[config.mk]
export PLATFORM = sky130hd
export DESIGN_NAME = hazard_ctrl
export DESIGN_NICKNAME = d
export VERILOG_FILES = /design/src/rtl/hazard_ctrl.sv
export SDC_FILE = /design/constraint.sdc
export NUM_CORES = 1
export LEC_CHECK = 0
export CAP_MARGIN = 0
export CELL_PAD_IN_SITES_DETAIL_PLACEMENT = 0
export CELL_PAD_IN_SITES_GLOBAL_PLACEMENT = 1
export CORE_MARGIN = 5
export CORE_UTILIZATION = 33
export CTS_CLUSTER_SIZE = 20
export DETAILED_ROUTE_END_ITERATION = 8
export GPL_TIMING_DRIVEN = 0
export PLACE_DENSITY_LB_ADDON = 0.2
export SETUP_SLACK_MARGIN = 0.5
export SLEW_MARGIN = 10
export SYNTH_ARGS = -nofsm -noshare
export SYNTH_HDL_FRONTEND = slang
export SYNTH_SLANG_ARGS = --single-unit
[constraint.sdc]
create_clock -name clk -period 2.1 [get_ports clk]
set_input_delay 0.21 -clock clk [delete_from_list [all_inputs] [get_ports clk]]
set_output_delay 0.21 -clock clk [all_outputs]
set_load 0.05 [all_outputs]
[src/rtl/hazard_ctrl.sv]
// hazard_ctrl: hazard and stall controller for a 5-stage MIPS pipeline.
//
// Purpose:
//   - Forwarding selects for the X-stage ALU operands, D-stage branch
//     comparator and M-stage store data.
//   - Load-use and branch-operand stalls, redirect flushes.
//   - Sequencing of a variable-latency data memory (req/ack). The pipeline
//     is frozen while an access is outstanding. After MEM_TIMEOUT frozen
//     cycles the access is force-released and a sticky timeout flag is set.
//   - Saturating stall / flush performance counters.
//
// Ports:
//   clk, reset (async, active-low)
//   rs_d, rt_d, rs_x, rt_x, rt_m         source register ids per stage
//   write_reg_x/m/w, reg_write_x/m/w     destination ids / write enables
//   mem_to_reg_x/m, dmem_write_m         load in X/M, store in M
//   branch_d, jump_d, pc_src_d           control-flow info from D
//   dmem_ack                             memory completes access this cycle
//   cnt_clear                            sync clear of counters + timeout flag
//   stall_f/d/x/m, flush_d/x/w           pipeline register controls
//   fwd_a_d, fwd_b_d, fwd_a_x, fwd_b_x   operand forwarding selects
//   forward_w_m                          store data from result_w
//   dmem_req, mem_timeout                memory request, sticky timeout
//   stall_count, flush_count             saturating performance counters
module hazard_ctrl #(
  parameter int unsigned MEM_TIMEOUT = 255,
  parameter int unsigned CNT_W       = 32
) (
  input  logic             clk,
  input  logic             reset,
  input  logic [4:0]       rs_d,
  input  logic [4:0]       rt_d,
  input  logic [4:0]       rs_x,
  input  logic [4:0]       rt_x,
  input  logic [4:0]       rt_m,
  input  logic [4:0]       write_reg_x,
  input  logic [4:0]       write_reg_m,
  input  logic [4:0]       write_reg_w,
  input  logic             reg_write_x,
  input  logic             reg_write_m,
  input  logic             reg_write_w,
  input  logic             mem_to_reg_x,
  input  logic             mem_to_reg_m,
  input  logic             dmem_write_m,
  input  logic             branch_d,
  input  logic             jump_d,
  input  logic             pc_src_d,
  input  logic             dmem_ack,
  input  logic             cnt_clear,
  output logic             stall_f,
  output logic             stall_d,
  output logic             stall_x,
  output logic             stall_m,
  output logic             flush_d,
  output logic             flush_x,
  output logic             flush_w,
  output logic             fwd_a_d,
  output logic             fwd_b_d,
  output logic [1:0]       fwd_a_x,
  output logic [1:0]       fwd_b_x,
  output logic             forward_w_m,
  output logic             dmem_req,
  output logic             mem_timeout,
  output logic [CNT_W-1:0] stall_count,
  output logic [CNT_W-1:0] flush_count
);

  localparam int unsigned WC_W = (MEM_TIMEOUT > 1) ? $clog2(MEM_TIMEOUT) : 1;
  localparam logic [WC_W-1:0] TMO_LAST = WC_W'(MEM_TIMEOUT - 1);

  typedef enum logic [0:0] {IDLE = 1'b0, MEM_WAIT = 1'b1} state_e;

  state_e            state_q, state_d;
  logic [WC_W-1:0]   wait_cnt_q, wait_cnt_d;
  logic [CNT_W-1:0]  stall_count_q, flush_count_q;
  logic              mem_timeout_q;

  logic mem_op_s, tmo_hit_s, freeze_s, tmo_set_s;
  logic lwstall_s, brstall_s;

  // Register match helper: register 0 is hard-wired and never a hazard.
  function automatic logic reg_match(input logic [4:0] a, input logic [4:0] b);
    return (a != 5'd0) && (a == b);
  endfunction

  // Forwarding selects and hazard detection (pure combinational).
  always_comb begin
    if (reg_write_m && reg_match(write_reg_m, rs_x))      fwd_a_x = 2'b10;
    else if (reg_write_w && reg_match(write_reg_w, rs_x)) fwd_a_x = 2'b01;
    else                                                  fwd_a_x = 2'b00;

    if (reg_write_m && reg_match(write_reg_m, rt_x))      fwd_b_x = 2'b10;
    else if (reg_write_w && reg_match(write_reg_w, rt_x)) fwd_b_x = 2'b01;
    else                                                  fwd_b_x = 2'b00;

    fwd_a_d     = reg_write_m && reg_match(write_reg_m, rs_d);
    fwd_b_d     = reg_write_m && reg_match(write_reg_m, rt_d);
    forward_w_m = dmem_write_m && reg_write_w && reg_match(write_reg_w, rt_m);

    lwstall_s = mem_to_reg_x && (reg_match(rt_x, rs_d) || reg_match(rt_x, rt_d));
    brstall_s = branch_d &&
                ((reg_write_x  && (reg_match(write_reg_x, rs_d) || reg_match(write_reg_x, rt_d))) ||
                 (mem_to_reg_m && (reg_match(write_reg_m, rs_d) || reg_match(write_reg_m, rt_d))));
  end

  // FSM state register: outstanding-access tracking.
  always_ff @(posedge clk or negedge reset) begin
    if (!reset) begin
      state_q    <= IDLE;
      wait_cnt_q <= '0;
    end else begin
      state_q    <= state_d;
      wait_cnt_q <= wait_cnt_d;
    end
  end

  // FSM next-state logic. An ack always wins over the timeout; an access
  // that disappears from M (mem_op drops) simply abandons the wait.
  always_comb begin
    state_d    = state_q;
    wait_cnt_d = wait_cnt_q;
    tmo_set_s  = 1'b0;
    case (state_q)
      IDLE: begin
        if (mem_op_s && !dmem_ack) begin
          state_d    = MEM_WAIT;
          wait_cnt_d = '0;
        end else begin
          state_d    = IDLE;
        end
      end
      MEM_WAIT: begin
        if (!mem_op_s || dmem_ack) begin
          state_d    = IDLE;
          wait_cnt_d = '0;
        end else if (tmo_hit_s) begin
          state_d    = IDLE;
          wait_cnt_d = '0;
          tmo_set_s  = 1'b1;
        end else begin
          wait_cnt_d = wait_cnt_q + WC_W'(1);
        end
      end
      default: begin
        state_d    = IDLE;
        wait_cnt_d = '0;
      end
    endcase
  end

  // FSM outputs: memory request, freeze and the resulting stall/flush set.
  always_comb begin
    mem_op_s  = mem_to_reg_m || dmem_write_m;
    dmem_req  = mem_op_s;
    tmo_hit_s = (state_q == MEM_WAIT) && (wait_cnt_q == TMO_LAST);
    freeze_s  = mem_op_s && !dmem_ack && !tmo_hit_s;
    if (freeze_s) begin
      // Freeze overrides every other hazard: nothing moves, W gets bubbles.
      stall_f = 1'b1;
      stall_d = 1'b1;
      stall_x = 1'b1;
      stall_m = 1'b1;
      flush_w = 1'b1;
      flush_x = 1'b0;
      flush_d = 1'b0;
    end else begin
      stall_f = lwstall_s || brstall_s;
      stall_d = lwstall_s || brstall_s;
      flush_x = lwstall_s || brstall_s;
      stall_x = 1'b0;
      stall_m = 1'b0;
      flush_w = 1'b0;
      flush_d = (pc_src_d || jump_d) && !(lwstall_s || brstall_s);
    end
  end

  // Performance counters and sticky timeout flag; clear wins over update.
  always_ff @(posedge clk or negedge reset) begin
    if (!reset) begin
      stall_count_q <= '0;
      flush_count_q <= '0;
      mem_timeout_q <= 1'b0;
    end else if (cnt_clear) begin
      stall_count_q <= '0;
      flush_count_q <= '0;
      mem_timeout_q <= 1'b0;
    end else begin
      if (stall_d && (stall_count_q != {CNT_W{1'b1}})) begin
        stall_count_q <= stall_count_q + CNT_W'(1);
      end else begin
        stall_count_q <= stall_count_q;
      end
      if ((flush_x || flush_d) && (flush_count_q != {CNT_W{1'b1}})) begin
        flush_count_q <= flush_count_q + CNT_W'(1);
      end else begin
        flush_count_q <= flush_count_q;
      end
      if (tmo_set_s) begin
        mem_timeout_q <= 1'b1;
      end else begin
        mem_timeout_q <= mem_timeout_q;
      end
    end
  end

  assign stall_count = stall_count_q;
  assign flush_count = flush_count_q;
  assign mem_timeout = mem_timeout_q;

endmodule

==> Word-level counts from Yosys, hierarchy flattened <==
Cells that the tools add are included.
{ "word_totals": {"regBits": 74, "inputBits": 53, "output_inout_bits": 80, "wordCells": 98} }
{ "classes": {"addsub": 3, "n_eq_ne": 15, "mux": 25, "bitwise": 1, "n_reduce_logical": 49} }
{ "op_table": {"columns": ["cell", "n"], "rows": [
  ["two-way mux 32 bit", 4],
  ["adder 32 x 1 -> 32 bit, second input constant", 2],
  ["inequality test 32 bit, second input constant", 2],
  ["== test 5 bit", 11],
  ["logical AND 1 bit", 29],
  ["two-way mux 8 bit", 3],
  ["nonzero test 5 bit", 4],
  ["one-hot mux 8 bit (2 select lines)", 1],
  ["two-way mux 1 bit", 14],
  ["logical OR 1 bit", 9],
  ["adder 8 x 1 -> 8 bit, second input constant", 1],
  ["== test 8 bit, second input constant", 1],
  ["nonzero test 2 bit", 3],
  ["logical NOT 1 bit", 4],
  ["two-way mux 2 bit", 2],
  ["inequality test 2 bit, second input constant", 1],
  ["one-hot mux 1 bit (2 select lines)", 1],
  ["NOT 1 bit", 1]
]} }

==> Logic depth before layout (Yosys ltp) <==
Gate-level depths: netlist of run 1.
{ "depth": {"ltp_word": 14, "depth_mapped": 10, "ltp_nobuf": 9} }

==> Worst setup path before layout of run 1 <==
No wires, ideal clock.
{ "synth_timing": {"kind": "input -> output", "start": "in write_reg_m[4]", "end": "out fwd_b_x[0]", "t_arrival_ns": 3.030, "setup_slack_ns": -1.140, "cell_stages": 6, "cell_sequence": "clkbuf_1 nor4_2 nand2_1 nand2_1 nor4_1 nor4_1"} }
{ "synth_via": {"elab_chain_len": 4} }
{ "synth_rtl": {"columns": ["item", "line_no", "source"], "rows": [
  ["from (decl)", "37", "input logic [4:0] write_reg_m,"],
  ["== test 5 bit / nonzero test 5 bit (equally long branches)", "83", "return (a != 5'd0) && (a == b);"],
  ["logical AND 1 bit *", "83", null],
  ["logical AND 1 bit *", "92", "if (reg_write_m && reg_match(write_reg_m, rt_x)) fwd_b_x = 2'b10;"],
  ["two-way mux 2 bit *", "92", null],
  ["to (decl)", "60", "output logic [1:0] fwd_b_x,"]
]} }
Every way passes the cells marked *; elsewhere a longest branch is shown, timed or not.

==> Final worst setup path of run 1 <==
{ "layout_timing": {"start": "reg wait_cnt_q[0]", "end": "reg flush_count_q[15] (netlist: flush_count[15])"} }
{ "layout_via": {"elab_chain_len": 8} }
{ "layout_rtl": {"columns": ["item", "line_no", "source"], "rows": [
  ["from (decl)", "74", "logic [WC_W-1:0] wait_cnt_q, wait_cnt_d;"],
  ["from (signal assigned)", "113", "wait_cnt_q <= wait_cnt_d;"],
  ["== test 8 bit *", "155", "tmo_hit_s = (state_q == MEM_WAIT) && (wait_cnt_q == TMO_LAST);"],
  ["logical AND 1 bit *", "155", null],
  ["logical NOT 1 bit *", "156", "freeze_s = mem_op_s && !dmem_ack && !tmo_hit_s;"],
  ["logical AND 1 bit *", "156", null],
  ["two-way mux 1 bit", "157", "if (freeze_s) begin"],
  ["logical OR 1 bit *", "193", "if ((flush_x || flush_d) && (flush_count_q != {CNT_W{1'b1}})) begin"],
  ["logical AND 1 bit *", "193", null],
  ["nonzero test 2 bit (no source line) *", null, null],
  ["to (signal assigned)", "194", "flush_count_q <= flush_count_q + CNT_W'(1);"],
  ["to (signal assigned)", "196", "flush_count_q <= flush_count_q;"],
  ["to (decl)", "75", "logic [CNT_W-1:0] stall_count_q, flush_count_q;"]
]} }
Marked as above.
A chain may end at the register's enable or synchronous reset.

==> flow_summary.toml, run 1 <==
[route]
detail-route-antenna-nets = 0
via_per_inst = 5.567
drt_first_pass_iters = 5
vias = 5495
wl_per_cell_um = 18.32
wl_um = 18080
drc_errors = 0
drt-initial-drc-count = 320

[timing]
worst_slack_ps = -179.3
drv_slew = 0
clock-skew-final_ps = 11.73
rsz0062_at_grt = "yes"
hold_viol_final = 0
fmax_mhz = 438.7
max_slew.worst_pin.slew_ps = 768.6
finalSetupViolations = 38
fin_crit_ps = 2279
finalCritPeriodShare = 1.085
maxSlewHeadroom = 0.4876

[synthesis]
synth_compound_area_frac = 0.1525
synth-simple-area-share = 0.2928
ys_warn_count = 0
async_reset_ff_frac = 1.000
synth_xor_area_frac = 0.09834
netlist_area_um2 = 4987
synthFlopType = "dfrtp_1"
synth_mux_area_frac = 0.02709
synth.distinct_cells = 48
netlist_instances = 580
synth_top_family_by_area = "simple AND/OR/NAND/NOR gates"
seq_area_frac_synth = 0.3713
ys_ff_latch = 74
avgSynthCellArea_um2 = 8.599
synth-adder-area-share = 0.01004
synth-edff-count = 0
synth_nets = 637

[cts]
numCtsBuffers = 9
cts.path.max_buffers = 2
htree_num_levels = 3
clk_pin_slew_ps = 60
cts_tree = "done"
cts_num_sinks = 74
root_buffer = "clkbuf_16"
clk_latency_ps = 350

[cells_and_area]
drive_above_1_share = 0.4318
area_growth_pct = 70.02
num-nets-final = 851
utilization = 0.5640
num_antenna_cells = 0

[die]
placeableCoreArea_um2 = 15030
fp-row-count = 45
dieWidth_um = 132.9
die_area_um2 = 17670
initial_core_util = 0.3318
num_io_pins = 133
fp.dieH_um = 132.9

[setup_path]
critPathMostFrequentCell = "buf_6"
arrival_ps = 2540
worst-path-buf-inv = 5
crit_family = "simple AND/OR/NAND/NOR gates"
path_max_fanout = 5
slowest_stage = "dfrtp_1"
crit_type = "flop to flop"
cp_cell_sequence = "inv_1 > ha_1 > nand4_1 > o21ai_4 > buf_6 > buf_6 > and2_4 > buf_6 > nand3_4 > buf_6 > or4_1 > a21oi_1"
required_ps = 2360
crit_path_end_kind = "flop"
cp_slowest_stage_delay_ps = 400
cp-start-kind = "flop"

[place]
hpwl_um = 12150
port-buffer-count = 122
place_congestion = 0.7804

[power_and_ir_drop]
power_mw = 3.914
peakVddDrop_v = 0.0003657
power.density_nw_per_um2 = 461.6
power.leakage_nw = 3.503

[job]
max-cap-violations = 0

[global_routing]
grt-ovfl-total = 0
grt_usage = 0.2010
grt_pass1_wl_um = 28840
grt_pass1_vias = 5666
antenna_found_initial = 0
grt_max_degree = 45

[run_status]
violations = "negative setup slack"
status = "complete, but fails checks"

[min_path]
min_path_type = "primary input to asynchronous set/reset pin"
==> per-layer routing <==
layer  part of all wire  vias up  track usage  wire, um
li1                   -     2584            -         -
met5                  0        -            0         0
met4              0.022        0      0.07737       399
met2               0.51      173       0.3437      9215
met1               0.41     2707       0.2368      7413
met3              0.058       31      0.06008      1052
==> path summary, 6_finish.rpt <==
path,start,end,slack (ps),cells after the start
max,wait_cnt_q[0]$_DFFE_PN0P_,flush_count[15]$_DFFE_PN0P_,-180,12
min,reset,stall_count[23]$_DFFE_PN0P_,360,2
max reg2reg,wait_cnt_q[0]$_DFFE_PN0P_,flush_count[15]$_DFFE_PN0P_,-180,12
min reg2reg,mem_timeout$_DFFE_PN0P_,mem_timeout$_DFFE_PN0P_,500,2
max in group asynchronous,reset,flush_count[7]$_DFFE_PN0P_,1140,3
min in group clk,mem_timeout$_DFFE_PN0P_,mem_timeout$_DFFE_PN0P_,500,2
==> synthesized netlist by cell type, types with 4 or more instances <==
master    count  share of area
nor3_1       18          0.018
nor2b_1      11          0.014
nand4_1      29          0.036
and3_1       19          0.024
inv_1        10         0.0075
nand3_1      32          0.032
xor2_1       45          0.079
nor2_1       32          0.024
o21ai_0      39          0.039
or3_1        34          0.043
and2_1       11          0.014
xnor2_1      11          0.019
mux2_4        6          0.018
and4_1        7          0.012
clkbuf_1     14          0.011
o31ai_1      19          0.029
nor4_1        6         0.0075
buf_2        16          0.016
dfrtp_1      74           0.37
or4_1        22          0.033
a21oi_1      53          0.053
ha_1          4          0.010
o21ai_1       8         0.0080
nand2_1      24          0.018
==> worst register-to-register path, delay by kind of cell (launching register included) <==
kind / cells / cell delay [ps]
buffers and inverters: 5 / 530
and+or+nand+nor: 4 / 790
AOI/OAI and AO/OA: 2 / 360
DFF: 1 / 400
adders and majority gates: 1 / 140
==> placed cells by master, fill, tap and decap left out, types with 6 or more instances in the layout <==
cell type / Yosys / final
buf_4: 3 / 56
dlygate4sd2_1: 0 / 51
dfrtp_2: 0 / 45
xor2_1: 45 / 42
buf_6: 3 / 39
a21oi_1: 53 / 33
nand4_1: 29 / 29
dfrtp_1: 74 / 29
or3_1: 34 / 28
nand3_1: 32 / 26
nor2_1: 32 / 26
o21ai_1: 8 / 25
nand2_1: 24 / 20
a21oi_2: 0 / 20
buf_8: 0 / 16
clkbuf_2: 1 / 16
o31ai_1: 19 / 15
clkdlybuf4s50_1: 0 / 14
and3_1: 19 / 13
or4_1: 22 / 13
clkbuf_16: 0 / 12
clkbuf_1: 14 / 12
clkdlybuf4s15_1: 0 / 12
nor2b_1: 11 / 11
o21ai_0: 39 / 11
xnor2_1: 11 / 10
buf_2: 16 / 9
or4_4: 0 / 9
o21ai_2: 1 / 9
and2_1: 11 / 9
mux2_4: 6 / 9
inv_1: 10 / 8
nor3_4: 0 / 8
nor4_4: 1 / 7
nor3_2: 0 / 7
nor2_4: 0 / 7
and3_4: 0 / 6
or3_4: 0 / 6
==> flip-flops by register name (all words and copies together) (netlist names) <==
| register | flops |
|---|---|
| flush_count | 32 |
| stall_count | 32 |
| mem_timeout | 1 |
| wait_cnt_q | 8 |
| state_q | 1 |
==> report_power, final <==
part / leakage, nW / internal, mW / switching, mW
combinational: 2.41 / 0.429 / 0.500
clock: 0.134 / 0.920 / 0.607
sequential: 0.955 / 1.44 / 0.0169
total: 3.50 / 2.79 / 1.12
==> repair_timing <==
| item | in CTS | in global routing |
|---|---|---|
| pin swaps | 67 | 52 |
| buffers inserted | 51 | 20 |
| hold buffers | 1 | 0 |
| resized for setup | 358 | 120 |
| setup endpoints to repair | 153 | 104 |
| cloned | 8 | 0 |
| endpoints found under the hold margin | 30 | 0 |
==> kinds of logic (layout without fill, tap and decap cells) <==
kind of cell    Yosys count  count (layout)
xor+xnor                 56              56
simple gates            254             254
flops                    74              74
fa+ha+maj                 4               4
compound gates          133             133
buf+inv                  49             268
mux                      10              10
==> area by class of cell <==
type                            instances  area, um^2
Fill cell                            1353        6554
Timing Repair Buffer                  203        1964
Multi-Input combinational cell        457        3645
Clock inverter                          3       42.54
Sequential cell                        74        1908
Inverter                               10       47.55
Clock buffer                           13       240.2
Buffer                                 39       396.6
Tap cell                              188       235.2
==> per-stage QoR <==
stage / TNS (ps) / hold slack (ps) / instance area (um^2) / cells / worst slack [ps]
after floorplan: -1151 / -85.59 / 5424 / 580 / -88.89
after global placement: -221650 / 470.0 / 6880 / 890 / -2351
after detailed placement: -60520 / 197.7 / 6905 / 891 / -1171
after CTS: -3233 / 381.9 / 8102 / 967 / -181.5
after global routing: -7083 / 398.4 / 8479 / 987 / -257.0
final: -2680 / 363.3 / 8479 / 987 / -179.3
Note: power is estimated with default switching activity, not from simulation.
==> inputs of run 2 (changes only) <==
- CORE_UTILIZATION: 33 -> 36
- clock period: 2.1 -> 2.4 ns (I/O delays scaled with it)
==> flow_summary.toml, run 2 (same netlist as run 1, synthesis figures left out) <==
[die]
num_io_pins = 133
die_area_um2 = 16310
fp.dieH_um = 127.7
dieWidth_um = 127.7
placeableCoreArea_um2 = 13720
initial_core_util = 0.3635
fp-row-count = 43

[route]
drt_first_pass_iters = 5
via_per_inst = 5.536
detail-route-antenna-nets = 0
vias = 5431
wl_um = 18050
wl_per_cell_um = 18.40
drt-initial-drc-count = 371
drc_errors = 0

[cells_and_area]
area_growth_pct = 71.50
num-nets-final = 853
num_antenna_cells = 0
mostFrequentLayoutCell = "clkdlybuf4s50_1"
drive_above_1_share = 0.4145
num-fill-cells = 1137
layout_common_cells = "70 x clkdlybuf4s50_1, 55 x buf_4, 45 x xor2_1"
stdcell_count = 981
utilization = 0.6234
design_area_um2 = 8553

[setup_path]
cp-start-kind = "flop"
crit_path_end_kind = "flop"
r2r-start = "wait_cnt_q[0]$_DFFE_PN0P_"
required_ps = 2660
arrival_ps = 2550
cp-startpoint = "wait_cnt_q[0]$_DFFE_PN0P_"
crit_type = "flop to flop"
path_max_fanout = 6

[place]
port-buffer-count = 122
place_inst = 883
dpl_cell_area_um2 = 6855
place_congestion = 0.8426
hpwl_um = 11700
post-place-ws_ps = -935.9

[power_and_ir_drop]
peakVddDrop_v = 0.0003916
clkPwrFrac = 0.387
swShare = 0.2894
power.leakage_nw = 3.482
pwr-share-seq = 0.373
pwr-share-comb = 0.240
power_mw = 3.413
power.density_nw_per_um2 = 399.1
intPower_mw = 2.425
power_switching_uw = 987.8

[cts]
cts_tree = "done"
root_buffer = "clkbuf_16"
cts.path.max_buffers = 2
cts_num_sinks = 74
clk_latency_ps = 340
clk_pin_slew_ps = 60
numCtsBuffers = 9
htree_num_levels = 3

[global_routing]
grt-ovfl-total = 0
grt_pass1_wl_um = 27480
grt_pass1_vias = 5242
grt_usage = 0.2098
grt_max_degree = 59
antenna_found_initial = 0

[timing]
finalSetupViolations = 0
drv_slew = 0
clock-skew-final_ps = 5.867
finalCritPeriodShare = 0.9522
rsz0062_at_grt = "yes"
fmax_mhz = 437.6
worst_slack_ps = 114.7
fin_tns_setup_ps = 0
hold_viol_final = 0
max_slew.worst_pin.slew_ps = 776.2
maxSlewHeadroom = 0.4826
holdWs_ps = 314.8
fin_crit_ps = 2285

[job]
max-cap-violations = 0

[min_path]
min_path_type = "primary input to asynchronous set/reset pin"

[run_status]
status = "complete, no violations"
## run 2: final timing paths
check | end | slack [ps] | cells after the start
min | stall_count[22]$_DFFE_PN0P_ | 310 | 2
max reg2reg | flush_count[15]$_DFFE_PN0P_ | 110 | 11
max | flush_count[15]$_DFFE_PN0P_ | 110 | 11
min reg2reg | wait_cnt_q[7]$_DFFE_PN0P_ | 490 | 1
max in group asynchronous | flush_count[10]$_DFFE_PN0P_ | 1480 | 3
min in group clk | wait_cnt_q[7]$_DFFE_PN0P_ | 490 | 1
## run 2: area by class of cell
cell class,instances,area [um^2],area share
Multi-Input combinational cell,458,3656,0.4274
Timing Repair Buffer,204,2082,0.2434
Sequential cell,74,1904,0.2226
Buffer,39,357.8,0.04184
Clock buffer,15,277.8,0.03248
Tap cell,180,225.2,0.02633
Inverter,10,42.54,0.004974
Clock inverter,1,7.507,0.0008777
## run 2: what timing repair did
action                     CTS  global route
pin swaps                   60            46
setup buffers               50            22
hold buffers                 1             0
hold endpoints to repair    16             0
resized for setup          221           110
cloned                       9             0
setup endpoints to repair   83            97
## run 2: metal layers
layer  up-vias  part of all wire  track usage
met3        38             0.048      0.04292
met1      2637              0.43       0.2701
met4         0             0.026      0.07241
met5         -                 0            0
met2       166              0.50       0.3518
li1       2590                 -            -
## run 2: worst max-delay path, cell delays in order (launching register included)
cell	delay, ps
dfrtp_1	380
inv_1	70
ha_2	160
nand4_1	160
o21ai_4	230
buf_6	130
and2_4	130
buf_6	120
nand3_4	80
buf_6	150
or4_4	420
a21oi_2	160
## run 2: power groups by stage
stage | Sequential (mW) | Combinational [mW] | Clock [mW]
after floorplan | 1.32 | 0.310 | 0
after global placement | 1.30 | 0.563 | 0
after detailed placement | 1.30 | 0.577 | 0
after CTS | 1.27 | 0.754 | 1.34
after global routing | 1.27 | 0.868 | 1.40
final | 1.27 | 0.817 | 1.32
